===== src/rtl/is_pkg_uart_controller.sv =====
// is_pkg_uart_controller: shared UART controller constants (DATA_W = byte width)
package is_pkg_uart_controller;
  localparam int DATA_W = 8;
endpackage


===== src/rtl/is_uart_hex_word_parser.sv =====
// is_uart_hex_word_parser: parses ASCII hex digits from a UART byte stream into words
//   clk_i/rst_i       clock, async active-high reset
//   rx_data_i/valid_i/ready_o   byte stream in (ready decoded from state only)
//   word_o/word_valid_o/word_ready_i   parsed word out, held until consumed
//   err_o             one-cycle pulse on bad byte or digit overflow
//   IS_UART_HEX_PREFIX_EN  optional "0x"/"0X" prefix acceptance
module is_uart_hex_word_parser
  import is_pkg_uart_controller::*;
#(
  parameter int NIBBLES = 8
) (
  input  logic                   clk_i,
  input  logic                   rst_i,
  input  logic [DATA_W-1:0]      rx_data_i,
  input  logic                   rx_valid_i,
  output logic                   rx_ready_o,
  output logic [4*NIBBLES-1:0]   word_o,
  output logic                   word_valid_o,
  input  logic                   word_ready_i,
  output logic                   err_o
);
  localparam int W  = 4 * NIBBLES;
  localparam int CW = $clog2(NIBBLES + 1);
  typedef enum logic [1:0] {IDLE, ACCUM, HOLD, SKIP} state_t;
  state_t state, state_n;
  logic [W-1:0] acc, acc_n, word_n;
  logic [CW-1:0] cnt, cnt_n;
  logic wv_n, err_n, take, is_dig, is_term;
  logic [3:0] dig;
`ifdef IS_UART_HEX_PREFIX_EN
  logic pfx, pfx_n, is_x;
  assign is_x = rx_data_i == 8'h78 || rx_data_i == 8'h58;
`endif
  assign rx_ready_o = state != HOLD;
  assign take = rx_valid_i && rx_ready_o;
  assign is_dig = (rx_data_i >= 8'h30 && rx_data_i <= 8'h39) ||
                  (rx_data_i >= 8'h41 && rx_data_i <= 8'h46) ||
                  (rx_data_i >= 8'h61 && rx_data_i <= 8'h66);
  // letters A-F/a-f share low nibble 1..6, so +9 maps them to 10..15
  assign dig = rx_data_i[6] ? rx_data_i[3:0] + 4'd9 : rx_data_i[3:0];
  assign is_term = rx_data_i == 8'h0D || rx_data_i == 8'h0A || rx_data_i == 8'h20;
  always_comb begin
    state_n = state;
    acc_n = acc;
    cnt_n = cnt;
    word_n = word_o;
    wv_n = word_valid_o;
    err_n = 1'b0;
`ifdef IS_UART_HEX_PREFIX_EN
    pfx_n = pfx;
`endif
    case (state)
      IDLE: if (take) begin
        if (is_dig) begin
          acc_n = W'(dig);
          cnt_n = CW'(1);
          state_n = ACCUM;
`ifdef IS_UART_HEX_PREFIX_EN
          pfx_n = 1'b0;
`endif
        end else if (!is_term) begin
          err_n = 1'b1;
          state_n = SKIP;
        end
      end
      ACCUM: if (take) begin
`ifdef IS_UART_HEX_PREFIX_EN
        if (is_x && cnt == CW'(1) && acc == '0 && !pfx) begin
          cnt_n = '0;
          pfx_n = 1'b1;
        end else if (is_term && cnt == '0) begin
          err_n = 1'b1;
          state_n = IDLE;
        end else
`endif
        if (is_dig && cnt < CW'(NIBBLES)) begin
          acc_n = (acc << 4) | W'(dig);
          cnt_n = cnt + CW'(1);
        end else if (is_term) begin
          word_n = acc;
          wv_n = 1'b1;
          state_n = HOLD;
        end else begin
          err_n = 1'b1;
          state_n = SKIP;
        end
      end
      HOLD: if (word_ready_i) begin
        wv_n = 1'b0;
        state_n = IDLE;
      end
      default: state_n = (take && is_term) ? IDLE : SKIP;
    endcase
  end
  always_ff @(posedge clk_i or posedge rst_i) begin
    if (rst_i) begin
      state <= IDLE;
      acc <= '0;
      cnt <= '0;
      word_o <= '0;
      word_valid_o <= 1'b0;
      err_o <= 1'b0;
`ifdef IS_UART_HEX_PREFIX_EN
      pfx <= 1'b0;
`endif
    end else begin
      state <= state_n;
      acc <= acc_n;
      cnt <= cnt_n;
      word_o <= word_n;
      word_valid_o <= wv_n;
      err_o <= err_n;
`ifdef IS_UART_HEX_PREFIX_EN
      pfx <= pfx_n;
`endif
    end
  end
endmodule


===== config.mk =====
export PLATFORM = sky130hd
export DESIGN_NAME = is_uart_hex_word_parser
export DESIGN_NICKNAME = d
export VERILOG_FILES = /design/src/rtl/is_pkg_uart_controller.sv /design/src/rtl/is_uart_hex_word_parser.sv
export SDC_FILE = /design/constraint.sdc
export NUM_CORES = 1
export LEC_CHECK = 0
export CAP_MARGIN = 20
export CORE_MARGIN = 3
export CORE_UTILIZATION = 54
export CTS_CLUSTER_DIAMETER = 60
export DETAILED_ROUTE_END_ITERATION = 6
export PLACE_DENSITY = 0.88
export SYNTH_ARGS = -nofsm -noshare
export SYNTH_HDL_FRONTEND = slang
export SYNTH_SLANG_ARGS = --single-unit

===== constraint.sdc =====
create_clock -name clk_i -period 2.6 [get_ports clk_i]
set_input_delay 0.26 -clock clk_i [delete_from_list [all_inputs] [get_ports clk_i]]
set_output_delay 0.26 -clock clk_i [all_outputs]
set_load 0.05 [all_outputs]

* Word-level counts from Yosys, hierarchy flattened
Index checks and enable logic that the tools add are counted.
** Operators by class
- Mux-type cells :: 31
- $add $sub $neg :: 2
- Eq/ne operators :: 14
- Bitwise operators :: 2
- Reduce and logical (&&, ||, !) cells :: 17
- $lt $le $gt $ge :: 7
** Operators with widths (number)
- $mux W32 :: 4
- $pmux W32 S2 :: 1
- $or A32 B4 Y32 :: 1
- $mux W4 :: 5
- $eq A8 B4 Y1 const B :: 2
- $ge A8 B7 Y1 const B :: 2
- $le A8 B7 Y1 const B :: 2
- $ne A2 B2 Y1 const B :: 8
- $reduce_and A5 Y1 :: 3
- $mux W2 :: 7
- $mux W1 :: 10
- $eq A8 B6 Y1 const B :: 1
- $ge A8 B6 Y1 const B :: 1
- $le A8 B6 Y1 const B :: 1
- $pmux W4 S2 :: 1
- $logic_and A1 B1 Y1 :: 6
- $pmux W2 S3 :: 1
- $add A4 B1 Y4 const B :: 1
- $add A4 B4 Y4 const B :: 1
- $logic_or A1 B1 Y1 :: 4
- $lt A4 B4 Y1 const B :: 1
- $pmux W1 S2 :: 2
- $reduce_and A4 Y1 :: 1
- $reduce_bool A2 Y1 :: 2
- other kinds (5) :: 5
** Storage, ports and cells
- Output and inout bits :: 35
- Register bits after elaboration :: 72
- Input bits :: 12
- Word-level logic and storage cells :: 79

* Logic depth before layout (Yosys ltp)
Gate-level depths: netlist (run 1).
- Word-level depth :: 8
- Gate-level depth with buffers :: 9
- Gate-level depth less buffers :: 7

* Worst setup path after synthesis (run 1)
No wires, ideal clock.
- Path kind :: input port to flip-flop
- From :: in rx_data_i[1]
- To :: reg cnt[0]
- Required time :: 2.475 ns
- Data arrival time :: 1.867 ns
- Stages :: 7
- Library setup time :: 0.125 ns
- Setup slack :: 0.609 ns
- Cell sequence :: inv_1 ha_1 or4b_2 nand4b_1 a2111o_1 buf_4 mux2_2
** Between the ends
- Word-level cells in the longest chain between the ends :: 7
- Elaborated cells on any way between the ends :: 15
- Those cells by class :: 6 x order compare; 2 x eq/ne; 7 x reduce/logical
** RTL lines
- start: declaration :: RTL line is_uart_hex_word_parser.sv:14 : input logic [DATA_W-1:0] rx_data_i,
- $ge A8 B6 Y1 (tied with other cells) :: RTL line is_uart_hex_word_parser.sv:36 : assign is_dig = (rx_data_i >= 8'h30 && rx_data_i <= 8'h39) ||
- $logic_and A1 B1 Y1 (on tied branches) :: RTL line is_uart_hex_word_parser.sv:36, is_uart_hex_word_parser.sv:37
- $logic_or A1 B1 Y1 :: RTL line is_uart_hex_word_parser.sv:36
- $logic_or A1 B1 Y1 * :: RTL line is_uart_hex_word_parser.sv:37 : (rx_data_i >= 8'h41 && rx_data_i <= 8'h46) ||
- $logic_and A1 B1 Y1 :: RTL line is_uart_hex_word_parser.sv:76 : if (is_dig && cnt < CW'(NIBBLES)) begin
- $ne A2 B2 Y1 (no line)
- $reduce_and A5 Y1 (no line) *
- end signal: assignment :: RTL line is_uart_hex_word_parser.sv:109 : cnt <= cnt_n;
- end: declaration :: RTL line is_uart_hex_word_parser.sv:27 : logic [CW-1:0] cnt, cnt_n;
Every way passes the cells marked *; elsewhere a longest branch is shown, timed or not.
A chain may end at the register's enable or synchronous reset.

* Worst setup path in the final report (run 1)
Same ends and word-level chain as after synthesis.

==> results of run 1 <==
## logic make-up (layout without fill, tap and decap cells)
logic type               count (synthesis)  in the layout  share of synthesized area
buffers and inverters                   19             78                    0.03193
adder cells (fa/ha/maj)                  5              5                    0.01971
AO/OA/AOI/OAI                           46             46                    0.08908
multiplexers                            34             34                     0.1545
XOR/XNOR                                 3              3                   0.008279
flip-flops                              72             72                     0.5676
AND/OR/NAND/NOR                         91             91                     0.1289
## power breakdown
| part | internal, W | switching [W] | leakage (nW) |
|---|---|---|---|
| combinational | 0.000115 | 0.000213 | 0.767 |
| clock | 0.000664 | 0.000410 | 0.124 |
| sequential | 0.00118 | 0.0000525 | 0.991 |
| total | 0.00196 | 0.000675 | 1.88 |
## cells in the mapped netlist
cell type / count
clkbuf_1: 7
o2bb2ai_1: 1
or3_1: 1
ha_1: 5
nor2b_1: 1
nand2_1: 71
a2111o_1: 1
mux2i_1: 1
mux2_4: 29
nand2b_1: 1
nand3_1: 2
nand3b_1: 3
a21oi_1: 1
a311oi_1: 1
dfrtp_1: 72
o32a_1: 1
or2_2: 1
or4b_2: 1
nor4b_1: 1
o22a_1: 1
nor2_1: 2
buf_2: 3
buf_6: 3
xnor2_1: 1
o21a_1: 1
o21ai_0: 36
nand3_4: 1
a2111oi_4: 1
nor4_1: 1
xor2_1: 2
and2_1: 2
nor3_1: 1
nand4b_1: 2
a22oi_1: 1
inv_1: 5
buf_4: 1
mux2_2: 4
a21o_1: 1
## state kept, by name (all words and copies together) (netlist names)
signal        cells
cnt               4
acc              32
word_valid_o      1
err_o             1
state             2
word_o           32
## area by class of cell
class                      instances  area share
multi-input combinational        179      0.3166
timing repair buffer              57      0.1474
inverter                           5    0.004666
clock inverter                     5     0.02582
clock buffer                      11     0.03515
tap                               72     0.02240
sequential                        72      0.4479
## layer usage
layer	vias up	track usage	wire, um
met3	10	0.04013	271
li1	1029	-	-
met2	67	0.3197	2904
met5	-	0	0
met1	1042	0.2564	2697
met4	0	0.08497	107
## final timing paths
path                       cells after the start                      from                       end  slack [ns]
max in group asynchronous                      3                     rst_i       acc[11]$_DFFE_PP0P_        1.57
min reg2reg                                    2  word_valid_o$_DFFE_PP0P_  word_valid_o$_DFFE_PP0P_        0.49
min in group clk_i                             2  word_valid_o$_DFFE_PP0P_  word_valid_o$_DFFE_PP0P_        0.49
min                                            2                     rst_i    word_o[11]$_DFFE_PP0P_        0.33
max                                            7              rx_data_i[1]        cnt[0]$_DFFE_PP0P_        0.33
max reg2reg                                    6      state[1]$_DFFE_PP0P_        acc[0]$_DFFE_PP0P_        0.91
## stage by stage
step / cell area [um2] / std cells / setup slack, ns / total power, W / TNS, ns
finish: 4023 / 401 / 0.3308 / 0.002632 / 0
global route: 4023 / 401 / 0.2067 / 0.002735 / 0
CTS: 4023 / 401 / 0.3398 / 0.002653 / 0
detailed placement: 3777 / 385 / -0.03057 / 0.001578 / -0.1334
global placement: 3777 / 385 / 0.04402 / 0.001558 / 0
floorplan: 3174 / 270 / 0.5151 / 0.001455 / 0
==> flow_summary_export.csv, run 1 <==
group,metric,value,unit
clock_network,cts_max_path_buffers,2,
power,p_leak,1.882,nW
placement,place_congestion,0.7733,
timing,fin_crit_sh,0.8728,
detailed_routing,routed_via_density,5.357,
run_status,status,"finished, final reports clean",
placement,hpwl,4051,um
synthesis,synth_top_area_share,0.5676,
grt,grt_pass1_vias,2198,
floorplan,coreArea,5608,um2
synthesis,synth-seq-area-share,0.5676,
worst_setup_path,cp_data_required_time,2.83,ns
synthesis,synth_cell_type_count,38,
timing,slew_headroom,0.5616,
grt,grt_pass1_wl,10150,um
floorplan,start_util,0.5660,
timing,fin_crit,2.269,ns
detailed_routing,ant_nets,0,
detailed_routing,vias,2148,
timing,rsz0062_at_grt,"false",
final_layout,n_fill_cell,394,
synthesis,synthCells,270,
synthesis,yosysTopAreaCell,"dfrtp_1",
detailed_routing,drt_iter0_markers,132,
power,powerDensity,654.2,nW/um2
clock_network,clock-sinks,72,
synthesis,synth_area,3174,um2
detailed_routing,wirelength,5981,um
clock_network,cts.clk_slew.worst_paths,0.08,ns
synthesis,synth_seq_cells,72,
final_layout,layout.nets,341,
detailed_routing,wire_per_inst,14.92,um
worst_setup_path,arrival,2.50,ns
timing,fin_skew,0.005810,ns
floorplan,die_w,82.67,um
clock_network,cts-resized-gates,0,
detailed_routing,post-route-drc-count,0,
synthesis,syn_nets,287,
detailed_routing,first_pass_iters,5,
timing,fmax,440.7,MHz
clock_network,cts_tree,"built",
worst_setup_path,max_stage_delay,0.62,ns
grt,grt_usage,0.1969,
clock_network,insertion_delay,0.34,ns
worst_hold_path,hold_class,"in2async",
timing,holdWs,0.3312,ns
floorplan,fp-row-count,27,
floorplan,dieArea,6834,um2
timing,hold_violations,0,
worst_setup_path,path_buf_inv,2,
final_layout,multi_input_area,1274,um2
final_layout,layout_common_cells,"dfrtp_1 (72), nand2_1 (71), clkdlybuf4s50_1 (46), o21ai_0 (36), mux2_4 (29)",
grt,grt_max_degree,39,
floorplan,fp.dieH,82.67,um
final_layout,diodes,0,
clock_network,cts_setup_buffers,0,
clock_network,cts-hold-fix-buffers,0,
synthesis,syn_avg_cell_area,11.76,um2
worst_setup_path,crit_type,"in2reg",
grt,grt-ovfl-total,0,
worst_setup_path,crit_path_end_kind,"register",
worst_setup_path,critPathLaunchType,"primary input",
job,drv_cap,0,
synthesis,synthTopCellsByArea,"dfrtp_1 (57%), mux2_4 (14%), nand2_1 (8.4%)",
clock_network,cts_max_level,3,
final_layout,syn_to_final_growth,26.72,%
timing,final_max_slew_viol_count,0,
timing,tightest_slew,0.6567,ns
placement,numPortBuffers,46,
worst_setup_path,cp_cell_sequence,"clkdlybuf4s50_1 > inv_1 > ha_1 > or4b_2 > nand4b_1 > a2111o_1 > mux2_2",
clock_network,root_buffer,"clkbuf_8",
final_layout,final_util,0.7173,
worst_setup_path,critPathMaxFanout,6,
final_layout,final_common_cell,"dfrtp_1",
final_layout,drive_above_1_share,0.1976,
grt,antenna_found_initial,0,
synthesis,yosysWarnings,0,
power,vdd_drop_max,0.0004394,V
clock_network,cts_buffers,9,
floorplan,ios,47,
worst_setup_path,cp_slowest_cell,"or4b_2",
final_layout,seq_area,1802,um2
worst_setup_path,crit_family,"simple AND/OR/NAND/NOR gates",
timing,finalSetupViolCount,0,
No activity file was read; power rests on OpenSTA's default activity.
==> inputs of run 2 (changes only) <==
- CTS_CLUSTER_DIAMETER: 60 -> 50
==> results of run 2 <==
Final layout, timing and power as in run 1 (identical DEF).
==> inputs of run 3 (changes only) <==
- ABC_AREA: default -> 1
- CELL_PAD_IN_SITES_DETAIL_PLACEMENT: default -> 0
- CELL_PAD_IN_SITES_GLOBAL_PLACEMENT: default -> 2
- CORE_UTILIZATION: 54 -> 32
- CTS_CLUSTER_DIAMETER: 50 -> 200
- PLACE_DENSITY: 0.88 -> 0.86
==> run 3 against run 2 <==
Register-to-register slack better by 0.09 ns; sequential cell count unchanged; total power up 17%; die area rose by 73%; fmax grew 3.5%.
==> flow_summary_export.csv, run 3 <==
group,metric,value,unit
run_status,status,"finished, final reports clean",
power,total_power,0.003077,W
synthesis,yosysWarnings,0,
detailed_routing,wirelength,7239,um
detailed_routing,vias,2713,
timing,holdWs,0.2540,ns
timing,fin_crit_sh,0.8436,
synthesis,synthArstFlopShare,1.000,
job,drv_cap,0,
clock_network,cts_buffers,9,
final_layout,layout.nets,468,
power,powerDensity,736.4,nW/um2
clock_network,cts_tree,"built",
detailed_routing,post-route-drc-count,0,
clock_network,cts_max_path_buffers,2,
worst_setup_path,path_buf_inv,3,
detailed_routing,first_pass_iters,4,
final_layout,drive_above_1_share,0.09451,
final_layout,final_util,0.4159,
timing,slew_headroom,0.6618,
worst_setup_path,arrival,1.93,ns
worst_setup_path,cp_common_cell,"inv_1",
worst_hold_path,hold_class,"in2async",
floorplan,fp-row-count,36,
detailed_routing,drt_iter0_markers,114,
final_layout,syn_to_final_growth,23.48,%
grt,grt-ovfl-total,0,
timing,setup_tns,0,ns
final_layout,diodes,0,
worst_setup_path,critPathMaxFanout,7,
timing,finalSetupViolCount,0,
clock_network,cts-resized-gates,0,
final_layout,n_fill_cell,1056,
detailed_routing,met2_length,3309,um
timing,final_max_slew_viol_count,0,
synthesis,syn_nets,420,
worst_setup_path,cp_cell_sequence,"inv_1 > nor2_1 > inv_1 > clkdlybuf4s50_1",
grt,antenna_found_initial,0,
synthesis,synth_edf_count,0,
floorplan,start_util,0.3368,
synthesis,synth_seq_cells,72,
detailed_routing,met3_length,288,um
floorplan,dieArea,11840,um2
grt,grt_pass1_wl,12460,um
synthesis,ys.flop_type,"dfrtp_1",
synthesis,synth_most_common_cell,"nand2_1",
floorplan,die_w,108.8,um
grt,grt_pass1_vias,2631,
worst_setup_path,critical_path_cell_count,4,
detailed_routing,ant_nets,0,
worst_setup_path,reg2regPathDepth,7,
worst_setup_path,crit_family,"buffers and inverters",
clock_network,cts-hold-fix-buffers,0,
timing,hold_violations,0,
floorplan,coreArea,10040,um2
synthesis,synth_cell_type_count,27,
placement,numPortBuffers,46,
placement,place_congestion,0.8000,
grt,grt_usage,0.1332,
worst_setup_path,max_stage_delay,0.80,ns
worst_setup_path,cp_slowest_cell,"clkdlybuf4s50_1",
synthesis,synth_top_area_share,0.5325,
worst_setup_path,cp_data_required_time,2.34,ns
synthesis,synth-seq-area-share,0.5325,
synthesis,synthTopCellsByArea,"dfrtp_1 (53%), nand2_1 (18%), nand3_1 (12%)",
placement,hpwl,5034,um
clock_network,clock-sinks,72,
timing,fin_skew,0.007583,ns
synthesis,syn_avg_cell_area,8.395,um2
synthesis,yosysTopAreaCell,"dfrtp_1",
worst_setup_path,crit_type,"reg2out",
synthesis,synth_area,3383,um2
detailed_routing,wl_met1,3434,um
final_layout,final_common_cell,"nand2_1",
clock_network,root_buffer,"clkbuf_8",
floorplan,fp.dieH,108.8,um
detailed_routing,top_layer,"met4",
timing,fin_crit,2.193,ns
power,p_leak,2.210,nW
final_layout,reg_top3,"acc: 32 flops, word_o: 32 flops, cnt: 4 flops",
synthesis,synthTopCellsByCount,"nand2_1 (162), nand3_1 (78), dfrtp_1 (72), inv_1 (20), nor2_1 (11)",
synthesis,synthCells,403,
final_layout,layout_common_cells,"nand2_1 (162), nand3_1 (78), dfrtp_1 (72), clkdlybuf4s50_1 (46), inv_1 (19)",
clock_network,insertion_delay,0.34,ns
timing,tightest_slew,0.5057,ns
power,vdd_drop_max,0.0002249,V
worst_setup_path,crit_path_end_kind,"output pin",
detailed_routing,routed_via_density,4.614,
grt,grt_max_degree,37,
clock_network,cts_max_level,3,
clock_network,cts.clk_slew.worst_paths,0.08,ns
timing,fmax,455.9,MHz
clock_network,cts_setup_buffers,0,
timing,rsz0062_at_grt,"false",
detailed_routing,wire_per_inst,12.31,um
worst_setup_path,critPathLaunchType,"register",
floorplan,ios,47,
run 3: changes by cell type after synthesis, sizes merged, moves of 3 or more:
cell and delta:
buf +13, clkbuf -7, inv +19, mux2 -33, nand2 +96, nand3 +77
nand4 +3, nor2 +12, o21ai -32
run 3: through the flow:
stage          cells  worst slack (ns)  area (um2)
4_1_cts          588            0.3936        4178
3_3_place_gp     573            0.2951        3969
3_5_place_dp     573            0.2562        3969
5_1_grt          588            0.3157        4178
6_report         588            0.4067        4178
2_1_floorplan    403            0.5151        3383
run 3: area by class of cell:
type | instances | area [um2] | area share
Timing Repair Buffer | 57 | 568.0 | 0.1360
Multi-Input combinational cell | 286 | 1339 | 0.3205
Sequential cell | 72 | 1802 | 0.4313
Tap cell | 133 | 166.4 | 0.03983
Clock inverter | 6 | 85.08 | 0.02037
Clock buffer | 9 | 123.9 | 0.02965
Inverter | 25 | 93.84 | 0.02246
run 3: kinds of logic (layout without fill, tap and decap cells):
kind of cell / Yosys count / in the layout / share of synthesized area
XOR/XNOR: 5 / 5 / 0.01294
adder cells (fa/ha/maj): 5 / 5 / 0.01849
AO/OA/AOI/OAI: 9 / 9 / 0.01961
buffers and inverters: 45 / 97 / 0.07174
flip-flops: 72 / 72 / 0.5325
AND/OR/NAND/NOR: 267 / 267 / 0.3447
run 3: path summary, 6_finish.rpt:
kind                                          end                    from  slack [ns]
max                                    rx_ready_o    state[1]$_DFFE_PP0P_        0.41
min                        word_o[16]$_DFFE_PP0P_                   rst_i        0.25
max reg2reg                   acc[12]$_DFFE_PP0P_    state[0]$_DFFE_PP0P_        1.00
min reg2reg                word_o[10]$_DFFE_PP0P_  word_o[10]$_DFFE_PP0P_        0.47
max in group asynchronous     acc[26]$_DFFE_PP0P_                   rst_i        1.71
min in group clk_i         word_o[10]$_DFFE_PP0P_  word_o[10]$_DFFE_PP0P_        0.47
run 3: routing by layer:
layer,global-route usage,up-vias
met3,0.02605,14
met1,0.1800,1260
li1,-,1376
met4,0.07574,0
met5,0,-
met2,0.1995,63
run 3: where the power goes:
| part | leakage, nW | switching, W | internal, W |
|---|---|---|---|
| registers | 0.990 | 0.0000785 | 0.00121 |
| clock network | 0.101 | 0.000417 | 0.000531 |
| logic | 1.12 | 0.000585 | 0.000259 |
| total | 2.21 | 0.00108 | 0.00200 |
